===== src/rtl/mem_port_arbiter.sv =====
// Shares one memory port between fetch (read-only) and LSU (read/write); data wins, streak counter stops fetch starvation.
// Latency: gnt in cycle 0, mem_req from cycle 1, rvalid at best in cycle 3; one transaction outstanding at a time.
// Backpressure: mem_gnt low holds the request in ISSUE, gnts stay low while busy; `MEM_ARB_TIMEOUT_EN adds a response watchdog.
module mem_port_arbiter #(
  parameter int MAX_D_STREAK   = 4,
  parameter int TIMEOUT_CYCLES = 64
) (
  input  logic        clk,
  input  logic        reset,
  input  logic        i_req,
  input  logic [31:0] i_addr,
  output logic        i_gnt,
  output logic        i_rvalid,
  output logic [31:0] i_rdata,
  output logic        i_err,
  input  logic        d_req,
  input  logic        d_we,
  input  logic [3:0]  d_be,
  input  logic [31:0] d_addr,
  input  logic [31:0] d_wdata,
  output logic        d_gnt,
  output logic        d_rvalid,
  output logic [31:0] d_rdata,
  output logic        d_err,
  output logic        mem_req,
  output logic        mem_we,
  output logic [3:0]  mem_be,
  output logic [31:0] mem_addr,
  output logic [31:0] mem_wdata,
  input  logic        mem_gnt,
  input  logic        mem_rvalid,
  input  logic [31:0] mem_rdata,
  output logic        busy
);

  typedef enum logic [1:0] {IDLE, ISSUE, WAIT} state_t;

  localparam int SW = $clog2(MAX_D_STREAK + 1);
  localparam logic [SW-1:0] STREAK_MAX = SW'(MAX_D_STREAK);

  state_t        state;
  logic [SW-1:0] streak;
  logic          owner_d;
  logic          d_win;
  logic          i_win;
  logic          timeout_fire;

  // Fetch is forced only once the data side has won MAX_D_STREAK times while fetch waited.
  always_comb begin
    d_win = 1'b0;
    i_win = 1'b0;
    if (reset && state == IDLE) begin
      if (d_req && !(i_req && streak == STREAK_MAX))
        d_win = 1'b1;
      else if (i_req)
        i_win = 1'b1;
    end
  end

  assign d_gnt = d_win;
  assign i_gnt = i_win;
  assign busy  = (state != IDLE);

`ifdef MEM_ARB_TIMEOUT_EN
  localparam int WW = $clog2(TIMEOUT_CYCLES + 1);

  logic [WW-1:0] wdog;

  // A real response arriving on the last allowed cycle still wins over the timeout.
  assign timeout_fire = (state != IDLE) && (wdog == WW'(TIMEOUT_CYCLES - 1)) &&
                        !(state == WAIT && mem_rvalid);

  always_ff @(posedge clk) begin
    if (!reset) begin
      wdog  <= '0;
      i_err <= 1'b0;
      d_err <= 1'b0;
    end else begin
      wdog  <= (state == IDLE || timeout_fire) ? '0 : wdog + WW'(1);
      i_err <= timeout_fire && !owner_d;
      d_err <= timeout_fire && owner_d;
    end
  end
`else
  assign timeout_fire = 1'b0;
  assign i_err        = 1'b0;
  assign d_err        = 1'b0;
`endif

  always_ff @(posedge clk) begin
    if (!reset) begin
      state     <= IDLE;
      streak    <= '0;
      owner_d   <= 1'b0;
      i_rvalid  <= 1'b0;
      i_rdata   <= '0;
      d_rvalid  <= 1'b0;
      d_rdata   <= '0;
      mem_req   <= 1'b0;
      mem_we    <= 1'b0;
      mem_be    <= '0;
      mem_addr  <= '0;
      mem_wdata <= '0;
    end else begin
      i_rvalid <= 1'b0;
      d_rvalid <= 1'b0;
      if (timeout_fire) begin
        state   <= IDLE;
        mem_req <= 1'b0;
        if (owner_d) begin
          d_rvalid <= 1'b1;
          d_rdata  <= '0;
        end else begin
          i_rvalid <= 1'b1;
          i_rdata  <= '0;
        end
      end else begin
        case (state)
          IDLE: begin
            if (d_win) begin
              state     <= ISSUE;
              owner_d   <= 1'b1;
              mem_req   <= 1'b1;
              mem_we    <= d_we;
              mem_be    <= d_be;
              mem_addr  <= d_addr;
              mem_wdata <= d_wdata;
              if (!i_req)
                streak <= '0;
              else if (streak != STREAK_MAX)
                streak <= streak + SW'(1);
            end else if (i_win) begin
              state     <= ISSUE;
              owner_d   <= 1'b0;
              mem_req   <= 1'b1;
              mem_we    <= 1'b0;
              mem_be    <= 4'hF;
              mem_addr  <= i_addr;
              mem_wdata <= '0;
              streak    <= '0;
            end
          end
          ISSUE: begin
            if (mem_gnt) begin
              mem_req <= 1'b0;
              state   <= WAIT;
            end
          end
          WAIT: begin
            if (mem_rvalid) begin
              state <= IDLE;
              if (owner_d) begin
                d_rvalid <= 1'b1;
                if (!mem_we)
                  d_rdata <= mem_rdata;
              end else begin
                i_rvalid <= 1'b1;
                i_rdata  <= mem_rdata;
              end
            end
          end
          default: state <= IDLE;
        endcase
      end
    end
  end

endmodule

===== config.mk =====
export PLATFORM = sky130hd
export DESIGN_NAME = mem_port_arbiter
export DESIGN_NICKNAME = d
export VERILOG_FILES = /design/src/rtl/mem_port_arbiter.sv
export SDC_FILE = /design/constraint.sdc
export NUM_CORES = 1
export LEC_CHECK = 0
export BUFFER_PORTS_ARGS = -buffer_cell sky130_fd_sc_hd__buf_2
export CELL_PAD_IN_SITES_DETAIL_PLACEMENT = 1
export CELL_PAD_IN_SITES_GLOBAL_PLACEMENT = 1
export CORE_MARGIN = 3
export CORE_UTILIZATION = 30
export DETAILED_ROUTE_END_ITERATION = 8
export PLACE_DENSITY = 0.81
export SETUP_SLACK_MARGIN = 0.3
export SLEW_MARGIN = 20
export SYNTH_ARGS = -nofsm -noshare
export SYNTH_HDL_FRONTEND = slang
export SYNTH_SLANG_ARGS = --single-unit

===== constraint.sdc =====
create_clock -name clk -period 1.85 [get_ports clk]
set_input_delay 0.185 -clock clk [delete_from_list [all_inputs] [get_ports clk]]
set_output_delay 0.185 -clock clk [all_outputs]
set_load 0.005 [all_outputs]

After elaboration in Yosys (flattened, before gate mapping)
Index checks and enable logic that the tools add are counted.
{"block": "totals", "ff_bits": 142, "latchBits": 0, "ram_bits": 0, "mem_bits_ro": 0, "input_bits": 139, "output_inout_bits": 141, "word_cells": 67, "n_memories": 0}
{"block": "classes", "n_addsub": 1, "mul": 0, "div_mod_pow": 0, "n_lt_le_gt_ge": 0, "eq_ne": 8, "shift": 0, "muxes": 29, "bitwise_logic": 2, "n_reduce_logical": 15}
{"cell": "32-bit two-way mux", "n": 4}
{"cell": "3-bit AND reduction", "n": 5}
{"cell": "1-bit two-way mux", "n": 13}
{"cell": "3-bit two-way mux", "n": 4}
{"cell": "2-bit two-way mux", "n": 4}
{"cell": "4-bit two-way mux", "n": 2}
{"cell": "3-bit inequality test (second input constant)", "n": 2}
{"cell": "2-bit one-hot mux with 3 select lines", "n": 1}
{"cell": "2-bit nonzero test", "n": 3}
{"cell": "2-bit inequality test (second input constant)", "n": 2}
{"cell": "4-bit AND reduction", "n": 1}
{"cell": "3-bit by 1-bit adder with 3-bit output (second input constant)", "n": 1}
{"cell": "3-bit == test (second input constant)", "n": 1}
{"cell": "1-bit logical AND", "n": 3}
{"cell": "3-bit by 2-bit inequality test with 1-bit output (second input constant)", "n": 1}
{"cell": "2-bit by 1-bit == test with 1-bit output (second input constant)", "n": 1}
{"cell": "2-bit == test (second input constant)", "n": 1}
{"cell": "2-bit zero test", "n": 1}
{"cell": "1-bit NOT", "n": 2}
{"cell": "1-bit one-hot mux with 2 select lines", "n": 1}
{"cell": "2-bit AND reduction", "n": 1}
{"cell": "1-bit zero test", "n": 1}

Depth between registers and ports, before layout
Gate-level depths: netlist of the first run.
{"block": "logic_depth", "word_depth": 9, "depth_mapped": 7, "depth_no_buf": 5}

Least setup slack after synthesis of the first run
No wires, ideal clock.
{"block": "synth_path", "kind": "register to register", "from": "reg state[1]", "to": "reg mem_addr[10]", "setup_ns": 0.119, "arrival_time_ns": 1.667, "required_time_ns": 1.731, "setup_slack_ns": 0.064, "path_stages_with_launch": 8, "path_buffers": 4, "synth_period_minus_slack_ns": 1.786, "path_cell_list": "dfxtp_1 > buf_6 > or3b_1 > buf_2 > buf_6 > buf_6 > a311o_1 > o221a_1"}
{"block": "synth_via", "elab_chain_cells": 5, "elab_cells_between_ends": 7, "classes_between": "mux: 3; reduce/logical: 4"}
{"item": "start, declared", "line": "41", "source": "state_t state;"}
{"item": "start signal, assigned", "line": "92", "source": "state <= IDLE;"}
{"item": "start signal, assigned", "line": "108", "source": "state <= IDLE;"}
{"item": "start signal, assigned", "line": "121", "source": "state <= ISSUE;"}
{"item": "2-bit zero test (*)", "line": "52, 118"}
{"item": "1-bit logical AND", "line": "52", "source": "if (reset && state == IDLE) begin"}
{"item": "1-bit two-way mux", "line": "52"}
{"item": "2-bit nonzero test (no line)"}
{"item": "2-bit AND reduction (no line)"}
{"item": "end signal, assigned", "line": "126", "source": "mem_addr <= d_addr;"}
{"item": "end signal, assigned", "line": "138", "source": "mem_addr <= i_addr;"}
{"item": "end, declared", "line": "28", "source": "output logic [31:0] mem_addr,"}
Mark *: on every way between the ends. The rest lies on a longest branch, timed or not.
A chain may end at the register's enable or synchronous reset.

Worst setup path after layout of the first run
{"block": "layout_path", "from": "reg state[1]", "to": "out i_gnt"}
{"block": "layout_via", "elab_chain_cells": 3}
{"item": "2-bit zero test", "line": "52"}
{"item": "1-bit logical AND", "line": "52"}
{"item": "1-bit two-way mux", "line": "52"}
{"item": "end, declared", "line": "12", "source": "output logic i_gnt,"}
Every way passes these cells.

==> results of run 1 <==
==> kinds of logic (layout without fill, tap and decap cells) <==
group / after synthesis / after routing / share of synthesized area [%]
AO/OA/AOI/OAI: 206 / 206 / 25.80
adder cells (fa/ha/maj): 2 / 2 / 0.4184
buffers and inverters: 88 / 393 / 6.340
flip-flops: 142 / 142 / 47.54
multiplexers: 32 / 32 / 5.357
other: 1 / 3 / 0.06271
AND/OR/NAND/NOR: 190 / 190 / 14.48
==> cell type report <==
class	instances	share of cell area [%]
Antenna cell	1	0.02765
Inverter	7	0.3180
Multi-Input combinational cell	432	31.96
Timing Repair Buffer	354	26.39
Clock buffer	17	4.701
Tap cell	265	3.664
Clock inverter	15	1.466
Sequential cell	142	31.47
==> power by group through the flow <==
stage / logic, mW / clock network [mW] / registers (mW)
detailed placement: 0.983 / 0 / 3.34
finish: 1.16 / 3.32 / 3.28
global placement: 0.961 / 0 / 3.34
global route: 1.25 / 3.57 / 3.29
CTS: 1.08 / 3.41 / 3.27
floorplan: 0.501 / 0 / 3.34
==> synthesized netlist by cell type (2+ instances only) <==
| master | count |
|---|---|
| ha_1 | 2 |
| o221a_2 | 4 |
| o221a_1 | 30 |
| inv_1 | 6 |
| o21ai_0 | 35 |
| a21oi_1 | 67 |
| buf_4 | 2 |
| nand3_1 | 4 |
| nor2_1 | 7 |
| nand4_1 | 33 |
| mux2i_1 | 32 |
| buf_6 | 4 |
| a311o_1 | 30 |
| clkbuf_1 | 65 |
| and3_1 | 2 |
| or3b_1 | 2 |
| buf_2 | 9 |
| nand2_1 | 132 |
| o31a_1 | 30 |
| or4_1 | 2 |
| dfxtp_1 | 142 |
==> worst max-delay path, delay by kind of cell, from the launching register on <==
| kind | cells | cell delay [ps] |
|---|---|---|
| AND/OR/NAND/NOR | 2 | 480 |
| buffers and inverters | 3 | 360 |
| flip-flops | 1 | 320 |
==> worst min-delay path by stage <==
stage,to,cells past startpoint
finish,i_rdata[31],3
detailed placement,i_rdata[2],2
CTS,i_rdata[22],3
global placement,i_rdata[21],2
global route,i_rdata[0],3
floorplan,i_rdata[0],2
==> layer usage <==
layer	track usage (%)	vias up	wire, um
met4	6.524	2	410
met2	33.57	274	12050
met5	0	-	7
met3	7.989	31	2279
li1	-	3028	-
met1	23.95	3120	9542
==> metrics by stage <==
stage                     hold slack (ps)  total power, mW
final                               11.28            7.762
after global routing                8.887            8.112
after CTS                          0.5651            7.759
after detailed placement            444.2            4.322
after global placement              438.0            4.299
after floorplan                     321.0            3.843
==> state kept, by name, indices dropped and copies added (netlist names) <==
name	count
mem_be	4
d_rdata	32
i_rdata	32
i_rvalid	1
state	2
streak	3
mem_we	1
mem_req	1
owner_d	1
mem_wdata	32
mem_addr	32
d_rvalid	1
==> timing repair <==
item,in CTS,in global routing
endpoints found under the setup margin,40,83
cloned,4,11
resized for setup,26,19
hold endpoints to repair,12,1
pin swaps,5,31
setup buffers,14,8
hold buffers,12,1
==> summary.txt, run 1 <==
Final layout
  – Most frequent cells in the layout: buf_2 (275), dfxtp_1 (138), nand2_1 (131), a21oi_1 (67), o21ai_0 (35)
  – Non-filler instance count after layout: ~1200
  – Sequential cell area: 0.002848 mm^2
  – Layout cells sized above 1: approximately two fifths
  – Layout Nets: about 1100
  – Filler cells: roughly 2300
  – Most common cell after layout, fill and taps aside: buf_2
  – Core Util, Final: roughly 46%
  – Post-route cell area: ~0.0090 mm^2
  – Area delta synth->final: 51.35%
  – Multi-input logic area: a little under 0.003 mm^2

Power
  – Sequential Power Share: a little over two fifths
  – Switch share: a little over a quarter
  – Peak VDD IR: 0.6035 mV
  – Clk network pwr share: 42.8%
  – Switching power: about 2.1 mW
  – PwrDens: 857.7 mW/mm^2
  – Leakage power: about 3.9 nW
  – Logic gate share of total power: roughly 15%
  – Internal cell power: between 5 and 6 mW

Floorplanning
  – Die area: roughly 0.022 mm^2
  – Starting Density: 30.62%
  – Core Area: between 0.015 and 0.02 mm^2
  – FP Rows: 51
  – Height of the die: roughly 150 um
  – IO Count: 280
  – Die Wd: roughly 150 um

Clock tree
  – Root cell of the clock tree: clkbuf_16
  – CTS tree: built
  – Clock Sinks: ~140
  – CTS clk-pin slew, worst paths: 60 ps
  – Bufs on Longest Clock Path: 2
  – H-tree depth: 4
  – CTS buffer count: 17
  – Clk Latency, worst-skew pair: 420 ps

GRT
  – Largest net degree at the start of global routing: 104
  – Vias in the first global route: 6358
  – GRT Residual Overflow: 0
  – Tot GR Track Use: approximately 20%
  – First-pass GRT wire length: between 30000 and 40000 um
  – Initial antenna violation count: 1

Drt
  – Post-route DRC violation count: 0
  – ANT nets after route: 0
  – Starting DRT DRC Count: 261
  – Pre-Repair DR Iteration Count: 7
  – Via count: around 6500
  – Drt total wl: 24290 um
  – DR vias/cell: around 5.2
  – WL/cell: 19.70 um

Worst hold path
  – Worst hold path type: in -> reg
  – Critical hold path startpoint: mem_rdata[31]

Worst setup path
  – CP dominant cell by count: buf_6
  – Crit-path slowest cell: dfxtp_2
  – Crit path from: state[1]
  – Worst r2r dst: mem_addr[19]
  – Crit path kind: reg -> out
  – Critical path endpoint: i_gnt
  – Origin of the critical flop-to-flop path: streak[0]
  – Worst Path Required: 1660 ps
  – CP Max Fanout: 3
  – Startpoint Class: flop
  – Slowest cell delay on critical path: around 320 ps
  – R2R depth: 8
  – Worst reg-to-reg setup slack: approximately 120 ps
  – CP cell instances: buf_6 -> nor3b_4 -> buf_12 -> and3_4 -> buf_6
  – CP endpoint kind: output port
  – Worst endpoint data arrival time: roughly 1600 ps

Logic synthesis
  – Yosys cell types: 42
  – Cell area after synthesis: approximately 0.006 mm^2
  – Most used DFF post-synth: dfxtp_1
  – Synth top area share: a little under half
  – Ys async rst share: 0%
  – Synth top area cells: dfxtp_1 (48%), nand2_1 (8.3%), o221a_1 (5.6%)
  – Number of synthesized flops with an enable pin: 0
  – Flops & latches, synth: between 100 and 150
  – Largest area contributor in the netlist: dfxtp_1
  – Avg Cell Area, Syn: 9.046 um^2
  – Register area share after synthesis: a little under half
  – Yosys warnings: 0
  – Post-Syn Instances: between 600 and 700

STA
  – Final hold vios: 0
  – Period minus WS final: 1756 ps
  – Final setup margin: ~94 ps
  – Final critical-path share of the clock period: between 90% and 100%
  – Relative slew slack: approximately 50%
  – RSZ-0062 raised after global routing: yes
  – Setup TNS: 0 ps
  – Final Slew Violations: 0
  – Final number of setup-violating endpoints: 0
  – FMAX: 0.5694 GHz
  – Slew @ Worst Pin: about 750 ps
  – Clock Skew: between 10 and 15 ps

Job
  – # Max-Cap Violations: 0

Placed design
  – Worst slack at placement: roughly 140 ps
  – Placed insts: approximately 1200
  – Gpl congestion: approximately 0.75
  – DP Wirelength: about 15000 um
  – Placed Instance Area: between 0.007 and 0.008 mm^2
  – Port buffer count: roughly 280

Run status
  – Run status: completed
No activity file was read; power rests on OpenSTA's default activity.
==> run 2: changes to the inputs <==
CORE_UTILIZATION = 36   (was 30)
PLACE_DENSITY = 0.9   (was 0.81)
clock period = 2.1 ns   (was 1.85 ns; I/O delays follow)
==> summary.txt, run 2 (same netlist as run 1, synthesis figures left out) <==
Final layout
  – Most common cell after layout, fill and taps aside: buf_2
  – Most frequent cells in the layout: buf_2 (276), dfxtp_1 (138), nand2_1 (132), a21oi_1 (67), o21ai_0 (35)
  – Core Util, Final: 52.64%
  – Filler cells: 1922
  – Multi-input logic area: ~0.0029 mm^2
  – Area delta synth->final: 41.37%
  – Layout cells sized above 1: 39.83%
  – Sequential cell area: between 0.002 and 0.003 mm^2
  – Layout Nets: 1059
  – # diodes: 0

STA
  – Period minus WS final: about 1800 ps
  – Slew @ Worst Pin: 702.9 ps
  – Setup TNS: 0 ps
  – Final number of setup-violating endpoints: 0
  – RSZ-0062 raised after global routing: yes
  – Final hold vios: 0
  – Final setup margin: ~300 ps
  – Relative slew slack: between 50 and 60%
  – FMAX: ~0.56 GHz
  – Clock Skew: roughly 8.5 ps
  – Final Slew Violations: 0
  – Final critical-path share of the clock period: 85.39%

Floorplanning
  – Die area: ~0.018 mm^2
  – Height of the die: roughly 130 um
  – Starting Density: a little under two fifths
  – IO Count: 280
  – Die Wd: 134.9 um
  – Core Area: roughly 0.016 mm^2
  – FP Rows: 46

GRT
  – Largest net degree at the start of global routing: 69
  – First-pass GRT wire length: 34290 um
  – Vias in the first global route: ~6500
  – Tot GR Track Use: between 20% and 30%
  – GRT Residual Overflow: 0
  – Initial antenna violation count: 3

Power
  – PwrDens: about 800 mW/mm^2
  – Logic gate share of total power: between 10 and 15%
  – Clk network pwr share: about 44%
  – Sequential Power Share: 42.3%
  – Leakage power: 3.675 nW
  – Peak VDD IR: approximately 0.58 mV
  – Switching power: 1.686 mW
  – Internal cell power: 5.147 mW
  – Switch share: 24.68%

Worst hold path
  – Hold Path End: i_rdata[3]
  – Worst hold path type: in -> reg
  – Worst hold stages: 3
  – Critical hold path startpoint: mem_rdata[3]

Drt
  – WL/cell: about 20 um
  – DR vias/cell: 5.548
  – Via count: between 6000 and 7000
  – ANT nets after route: 0
  – Pre-Repair DR Iteration Count: 4
  – Starting DRT DRC Count: between 300 and 400
  – Drt total wl: 23010 um
  – Post-route DRC violation count: 0

Worst setup path
  – Worst reg-to-reg setup slack: roughly 310 ps
  – Worst Path Required: 2400 ps
  – Worst endpoint data arrival time: about 2100 ps
  – Crit path kind: reg -> reg
  – CP Max Fanout: 12
  – Startpoint Class: flop
  – R2R depth: 4
  – Origin of the critical flop-to-flop path: state[1]
  – CP endpoint kind: flop
  – Worst r2r dst: mem_addr[11]

Clock tree
  – CTS tree: built
  – CTS buffer count: 17
  – CTS clk-pin slew, worst paths: around 60 ps
  – Root cell of the clock tree: clkbuf_16
  – Clock Sinks: 142
  – H-tree depth: 4
  – Hold_buf cts: 0
  – Clk Latency, worst-skew pair: between 400 and 500 ps
  – Bufs on Longest Clock Path: 2

Placed design
  – DP Wirelength: between 10000 and 15000 um
  – Gpl congestion: between 0.7 and 0.8
  – Port buffer count: between 200 and 300
  – Worst slack at placement: between 200 and 300 ps

Run status
  – Run status: completed

Job
  – # Max-Cap Violations: 0
-- run 2: cell types whose count changed in the layout (fill, tap and decap cells not counted), moves of 3 or more --
cell,delta
inv_6,-6
buf_16,-3
buf_12,-6
clkbuf_8,+5
dlygate4sd3_1,-13
buf_6,-14
clkbuf_16,-5
-- run 2: layer usage --
metal	wire (um)	global-route usage (%)	up-vias	part of all wire [%]
met2	11540	41.22	262	50
met3	1923	7.936	66	8.4
met1	8719	26.46	3081	38
li1	-	-	2938	-
met4	785	10.69	6	3.4
met5	41	0	-	0.18
-- run 2: layout make-up --
| cell class | count | area share (%) |
|---|---|---|
| multi-input combinational | 433 | 33.85 |
| tap | 216 | 3.197 |
| clock buffer | 24 | 5.935 |
| clock inverter | 6 | 0.9769 |
| sequential | 142 | 33.75 |
| inverter | 7 | 0.3108 |
| timing repair buffer | 317 | 21.98 |
-- run 2: critical path, stage by stage (launching register included) --
cell,delay (ps)
dfxtp_4,350
buf_4,140
or3b_2,610
a311o_1,370
o221a_1,220
-- run 2: how the worst max path moves through the flow --
| stage | cells after the start | startpoint | endpoint |
|---|---|---|---|
| 6_report | 4 | state[1] | mem_addr[11] |
| 3_3_place_gp | 4 | state[1] | mem_be[0] |
| 4_1_cts | 6 | state[0] | d_gnt |
| 2_1_floorplan | 7 | state[1] | mem_addr[10] |
| 3_5_place_dp | 4 | state[1] | mem_be[3] |
| 5_1_grt | 6 | state[1] | d_gnt |
-- run 2: per-stage QoR --
step,hold WS [ps],power [mW],cell area (um^2),cells
finish,49.96,6.833,8453,1145
global route,43.17,7.097,8453,1145
CTS,30.33,6.864,8343,1135
detailed placement,445.1,3.796,7576,1096
global placement,438.3,3.765,7576,1096
floorplan,346.0,3.375,5983,662
-- run 2: what timing repair did --
item	in CTS	in global routing
pin swaps	1	4
setup buffers	6	9
endpoints found under the setup margin	10	22
gates resized for setup	9	12
cloned	3	1
-- run 2: power groups by stage --
stage / clock, mW / combinational [mW] / sequential (mW)
floorplan: 0 / 0.431 / 2.94
global placement: 0 / 0.825 / 2.94
detailed placement: 0 / 0.851 / 2.95
CTS: 3.08 / 0.894 / 2.89
global route: 3.20 / 0.992 / 2.90
finish: 3.02 / 0.923 / 2.89
